## config.mk

```make
export PLATFORM = sky130hd
export DESIGN_NAME = div_unit
export DESIGN_NICKNAME = d
export VERILOG_FILES = /design/src/rtl/div_pkg.sv /design/src/rtl/div_sign_fix.sv /design/src/rtl/div_unit.sv
export SDC_FILE = /design/constraint.sdc
export NUM_CORES = 1
export LEC_CHECK = 0
export ABC_AREA = 1
export CAP_MARGIN = 30
export CELL_PAD_IN_SITES_DETAIL_PLACEMENT = 1
export CELL_PAD_IN_SITES_GLOBAL_PLACEMENT = 1
export CORE_ASPECT_RATIO = 0.7
export CORE_MARGIN = 2
export CORE_UTILIZATION = 45
export DETAILED_ROUTE_END_ITERATION = 8
export DONT_BUFFER_PORTS = 1
export PLACE_DENSITY = 0.87
export SLEW_MARGIN = 20
export SYNTH_ARGS = -nofsm -noshare
export SYNTH_HDL_FRONTEND = slang
export SYNTH_SLANG_ARGS = --single-unit
```

## constraint.sdc

```tcl
create_clock -name clk -period 5.16 [get_ports clk]
set_input_delay 0.516 -clock clk [delete_from_list [all_inputs] [get_ports clk]]
set_output_delay 0.516 -clock clk [all_outputs]
set_load 0.01 [all_outputs]
```

## src/rtl/div_pkg.sv

```systemverilog
// Shared types and sizing for the multi-cycle DIV/DIVU unit.
package div_pkg;

    typedef enum logic [1:0] {
        DIV_IDLE,
        DIV_CALC,
        DIV_DONE
    } div_state_t;

    localparam int unsigned DIV_WIDTH = 32;
    localparam int unsigned DIV_CNT_W = $clog2(DIV_WIDTH + 1);

endpackage

```

## src/rtl/div_sign_fix.sv

```systemverilog
// Sign handling around the unsigned divider core: operand magnitudes and sign
// flags on the way in, conditional negation of quotient/remainder on the way out.
module div_sign_fix
    import div_pkg::*;
#(
    parameter int unsigned WIDTH = DIV_WIDTH
) (
    input  logic             signed_div_i,
    input  logic [WIDTH-1:0] a_i,
    input  logic [WIDTH-1:0] b_i,
    output logic [WIDTH-1:0] a_abs_o,
    output logic [WIDTH-1:0] b_abs_o,
    output logic             q_neg_o,
    output logic             r_neg_o,
    input  logic             q_neg_i,
    input  logic             r_neg_i,
    input  logic [WIDTH-1:0] quo_i,
    input  logic [WIDTH-1:0] rem_i,
    output logic [WIDTH-1:0] quo_o,
    output logic [WIDTH-1:0] rem_o
);

    logic a_neg;
    logic b_neg;

    always_comb begin
        a_neg   = signed_div_i & a_i[WIDTH-1];
        b_neg   = signed_div_i & b_i[WIDTH-1];
        a_abs_o = a_neg ? (~a_i + 1'b1) : a_i;
        b_abs_o = b_neg ? (~b_i + 1'b1) : b_i;
        q_neg_o = a_neg ^ b_neg;
        r_neg_o = a_neg;
        quo_o   = q_neg_i ? (~quo_i + 1'b1) : quo_i;
        rem_o   = r_neg_i ? (~rem_i + 1'b1) : rem_i;
    end

endmodule

```

## src/rtl/div_unit.sv

```systemverilog
// Radix-2 restoring divider for MIPS DIV/DIVU; result = {HI=remainder, LO=quotient}.
// Define DIV_ZERO_FAST_EN to let a zero divisor skip CALC and finish the cycle after start.
module div_unit
    import div_pkg::*;
#(
    parameter int unsigned WIDTH = DIV_WIDTH
) (
    input  logic               clk,
    input  logic               rst,
    input  logic               start,
    input  logic               signed_div,
    input  logic [WIDTH-1:0]   a,
    input  logic [WIDTH-1:0]   b,
    input  logic               annul,
    output logic [2*WIDTH-1:0] result,
    output logic               ready,
    output logic               busy
);

    localparam int unsigned CNT_W = $clog2(WIDTH + 1);
    localparam logic [WIDTH-1:0] ALL_ONES = '1;

    div_state_t         state_q, state_d;
    logic [CNT_W-1:0]   cnt_q, cnt_d;
    logic [WIDTH-1:0]   rem_q, rem_d;
    logic [WIDTH-1:0]   quo_q, quo_d;
    logic [WIDTH-1:0]   dvs_q, dvs_d;
    logic               q_neg_q, q_neg_d;
    logic               r_neg_q, r_neg_d;
    logic               dz_q, dz_d;
    logic [2*WIDTH-1:0] res_q, res_d;

    logic [WIDTH-1:0]   a_abs, b_abs;
    logic               q_neg_in, r_neg_in;
    logic [WIDTH:0]     trial;
    logic [WIDTH-1:0]   step_rem, step_quo;
    logic [WIDTH-1:0]   quo_fix, rem_fix;

    div_sign_fix #(
        .WIDTH (WIDTH)
    ) u_sign_fix (
        .signed_div_i (signed_div),
        .a_i          (a),
        .b_i          (b),
        .a_abs_o      (a_abs),
        .b_abs_o      (b_abs),
        .q_neg_o      (q_neg_in),
        .r_neg_o      (r_neg_in),
        .q_neg_i      (q_neg_q),
        .r_neg_i      (r_neg_q),
        .quo_i        (step_quo),
        .rem_i        (step_rem),
        .quo_o        (quo_fix),
        .rem_o        (rem_fix)
    );

    // Partial remainder stays below the divisor, so a (WIDTH+1)-bit trial
    // difference is wide enough and its MSB is the borrow.
    always_comb begin
        trial    = {rem_q, quo_q[WIDTH-1]} - {1'b0, dvs_q};
        step_rem = trial[WIDTH] ? {rem_q[WIDTH-2:0], quo_q[WIDTH-1]} : trial[WIDTH-1:0];
        step_quo = {quo_q[WIDTH-2:0], ~trial[WIDTH]};
    end

    always_comb begin
        state_d = state_q;
        cnt_d   = cnt_q;
        rem_d   = rem_q;
        quo_d   = quo_q;
        dvs_d   = dvs_q;
        q_neg_d = q_neg_q;
        r_neg_d = r_neg_q;
        dz_d    = dz_q;
        res_d   = res_q;

        unique case (state_q)
            DIV_IDLE: begin
                if (start && !annul) begin
                    rem_d   = '0;
                    quo_d   = a_abs;
                    dvs_d   = b_abs;
                    q_neg_d = q_neg_in;
                    r_neg_d = r_neg_in;
                    dz_d    = (b == '0);
                    cnt_d   = '0;
`ifdef DIV_ZERO_FAST_EN
                    if (b == '0) begin
                        state_d = DIV_DONE;
                        res_d   = {a, ALL_ONES};
                    end else begin
                        state_d = DIV_CALC;
                    end
`else
                    state_d = DIV_CALC;
`endif
                end
            end
            DIV_CALC: begin
                if (annul) begin
                    state_d = DIV_IDLE;
                end else begin
                    rem_d = step_rem;
                    quo_d = step_quo;
                    cnt_d = cnt_q + 1'b1;
                    // Divide-by-zero: remainder already recovers a after sign fix; only LO is forced.
                    if (cnt_q == CNT_W'(WIDTH - 1)) begin
                        state_d = DIV_DONE;
                        res_d   = {rem_fix, dz_q ? ALL_ONES : quo_fix};
                    end
                end
            end
            DIV_DONE: state_d = DIV_IDLE;
            default:  state_d = DIV_IDLE;
        endcase
    end

    always_ff @(posedge clk) begin
        if (rst) begin
            state_q <= DIV_IDLE;
            cnt_q   <= '0;
            rem_q   <= '0;
            quo_q   <= '0;
            dvs_q   <= '0;
            q_neg_q <= 1'b0;
            r_neg_q <= 1'b0;
            dz_q    <= 1'b0;
            res_q   <= '0;
        end else begin
            state_q <= state_d;
            cnt_q   <= cnt_d;
            rem_q   <= rem_d;
            quo_q   <= quo_d;
            dvs_q   <= dvs_d;
            q_neg_q <= q_neg_d;
            r_neg_q <= r_neg_d;
            dz_q    <= dz_d;
            res_q   <= res_d;
        end
    end

    assign result = res_q;
    assign ready  = (state_q == DIV_DONE);
    assign busy   = (state_q != DIV_IDLE);

endmodule

```

==> run_results.csv <==
group,metric,value,unit
worst_setup_path,reg2reg_setup_slack,0.77,ns
clock_network,cts.sinks,171,
clock_network,cts_hold_buf,0,
worst_setup_path,critPathKind,"reg2reg",
worst_setup_path,crit-reg2reg-launch,"quo_q[31]$_SDFFE_PP0P_",
synthesis,synth_ff_type,"dfxtp_1",
synthesis,synth_top_cell_area_share,27.0,%
sta,setup_viol,0,
worst_setup_path,worstRegToRegCells,28,
detailed_routing,drcViolationCount,0,
detailed_routing,routed_via_density,5.67,
sta,relSlewSlack,34.4,%
synthesis,yosys.area.top_type,"dfxtp_1",
synthesis,syn_inst,2078,
synthesis,yosysSeqAreaShare,27.0,%
min_path,min_path_type,"in2reg",
sta,setup_tns,0,ns
worst_setup_path,start_kind,"flop",
layout,antennaDiodeCount,0,
floorplan,dieArea,29500,um^2
clock_network,cts_tree,"yes",
power,powerDensity,268,nW/um^2
synthesis,synth.distinct_cells,50,
global_routing,grt_overflow_total,0,
worst_setup_path,cp.arrival,4.74,ns
run,cap_violations,0,
sta,hold_viol,0,
synthesis,yosysMostFrequentCell,"nand2_1",
floorplan,die_w,204,um
placed_design,port_buffers,0,
floorplan,ioPinCount,135,
worst_setup_path,crit_end,"result[30]$_SDFFE_PP0P_",
detailed_routing,firstDrtPassIters,5,
worst_setup_path,r2r_end,"result[30]$_SDFFE_PP0P_",
synthesis,syn_nets,2185,
worst_setup_path,slowest_delay,0.45,ns
floorplan,fp.dieH,144,um
sta,layout_min_cycle_time,4.39,ns
detailed_routing,drtIter0Drc,1004,
worst_setup_path,path_max_fanout,7,
power,p_leak,6.73,nW
placed_design,dp.final_hpwl,36800,um
sta,fmax,0.228,GHz
sta,fin_crit_sh,85.1,%
floorplan,rows,51,
worst_setup_path,crit_path_start,"quo_q[31]$_SDFFE_PP0P_",
synthesis,synth.avg_cell_area,6.09,um^2
clock_network,numCtsBuffers,17,
clock_network,postCtsSetupRepairBufs,0,
sta,rsz0062_at_grt,"false",
clock_network,clk_pin_slew,0.07,ns
sta,drv_slew,0,
status,status,"completed",
worst_setup_path,end_kind,"flop",
worst_setup_path,required,5.51,ns
synthesis,synthTopCellsByArea,"dfxtp_1, nand2_1, inv_1, nor2_1, a21oi_1",
detailed_routing,ant_nets,0,
clock_network,cts_root_buffer,"clkbuf_16",
global_routing,grt_max_degree,92,
power,p_total,0.00360,W
detailed_routing,wirelength,47100,um
global_routing,antenna_found_initial,0,
layout,area_delta_synth_final,6.29,%
layout,nNetsFinal,2138,
layout,drive_above_1_share,6.41,%
worst_setup_path,slowest_stage,"nor4_1",
global_routing,grt_pass1_vias,13600,
synthesis,ys_ff_latch,171,
min_path,hp-start,"rst",
sta,skew,0.00994,ns
synthesis,synth_area,12700,um^2
placed_design,routabilityCongestion,0.983,
clock_network,cts_buffer_depth,2,
synthesis,yosysWarnings,0,
synthesis,async_reset_ff_share,0,%
clock_network,clk_latency,0.46,ns
power,vdd_drop_max,219,uV
floorplan,floorplan.initialDensity,45.6,%
clock_network,cts_resized,0,
synthesis,synth_edf_count,0,
clock_network,h-tree-depth,4,
synthesis,yosys-top-cells-count,"nand2_1, inv_1, nor2_1",
detailed_routing,wl_per_cell,19.5,um
global_routing,grt_pass1_wl,73900,um
floorplan,core_area,27800,um^2
global_routing,grt_use_total,32.2,%
sta,tightest_slew,0.985,ns
detailed_routing,vias,13700,
## layout by cell type (no fill, tap or decap), types with 17 or more instances in the layout
cell type	count
a21oi_1	162
clkbuf_16	17
dfxtp_1	171
ha_1	37
inv_1	294
nand2_1	548
nand2_2	28
nand3_1	104
nand4_1	18
nor2_1	217
nor2_2	17
nor3_1	23
o21ai_0	143
o21ai_1	18
o221ai_1	25
xnor2_1	28
xor2_1	53
## state kept, by name, summed over array words and instances, names as in the netlist
register / flops
quo_q: 32
result: 64
dvs_q: 32
cnt_q: 6
state_q: 2
q_neg_q: 1
rem_q: 32
r_neg_q: 1
dz_q: 1
## per-layer routing
metal | track usage (%) | up-vias | share of wire [%]
met1 | 45.1 | 6633 | 47
met4 | 8.85 | 0 | 1.9
met3 | 9.04 | 58 | 8.7
met5 | 0 | - | 0
met2 | 48.2 | 435 | 43
li1 | - | 6555 | -
## power breakdown
part / switching [W] / internal, W / total [W]
combinational: 0.000604 / 0.000250 / 0.000854
sequential: 0.0000654 / 0.00136 / 0.00143
clock: 0.000634 / 0.000684 / 0.00132
total: 0.00130 / 0.00230 / 0.00360
## final cells by class
cell class / instances / area (um^2)
sequential: 171 / 3420
clock inverter: 15 / 158
multi-input combinational: 1525 / 7750
inverter: 305 / 1140
timing repair buffer: 11 / 82.6
tap: 371 / 464
clock buffer: 17 / 425
fill: 3843 / 14300
## how the worst min path moves through the flow
stage                                       end  cells after the start
after floorplan           cnt_q[2]$_SDFFE_PP0P_                      1
after global placement    cnt_q[2]$_SDFFE_PP0P_                      1
after detailed placement  cnt_q[2]$_SDFFE_PP0P_                      1
after CTS                 cnt_q[1]$_SDFFE_PP0P_                      1
after global routing      cnt_q[1]$_SDFFE_PP0P_                      1
final                     cnt_q[1]$_SDFFE_PP0P_                      1
## through the flow
| stage | worst slack (ns) | util [%] | hold slack, ns | instances | instance area [um^2] |
|---|---|---|---|---|---|
| floorplan | 1.29 | - | 0.446 | 2078 | 12700 |
| global placement | 1.10 | 46.4 | 0.463 | 2383 | 12900 |
| detailed placement | 0.895 | 46.4 | 0.473 | 2383 | 12900 |
| CTS | 0.843 | 48.5 | 0.119 | 2415 | 13500 |
| global route | 0.341 | 48.5 | 0.122 | 2415 | 13500 |
| finish | 0.768 | 48.5 | 0.126 | 2415 | 13500 |
## cells by family (layout without fill, tap and decap cells)
| kind of cell | count (synthesis) | in the layout | share of synthesized area, % |
|---|---|---|---|
| AOI/OAI and AO/OA | 398 | 398 | 17.6 |
| xor gates and xnor gates | 81 | 81 | 5.61 |
| adders and majority gates | 38 | 38 | 3.82 |
| buffers and inverters | 382 | 348 | 11.9 |
| DFF | 171 | 171 | 27.0 |
| and+or+nand+nor | 1008 | 1008 | 34.1 |
## worst max-delay path: cells and delay by family, from the launching register on
family | cells | cell delay (ns)
DFF | 1 | 0.36
buffers and inverters | 4 | 0.30
adders and majority gates | 3 | 0.82
and+or+nand+nor | 18 | 2.45
xor gates and xnor gates | 1 | 0.09
AOI/OAI and AO/OA | 2 | 0.27
(Power assumes the default switching activity.)
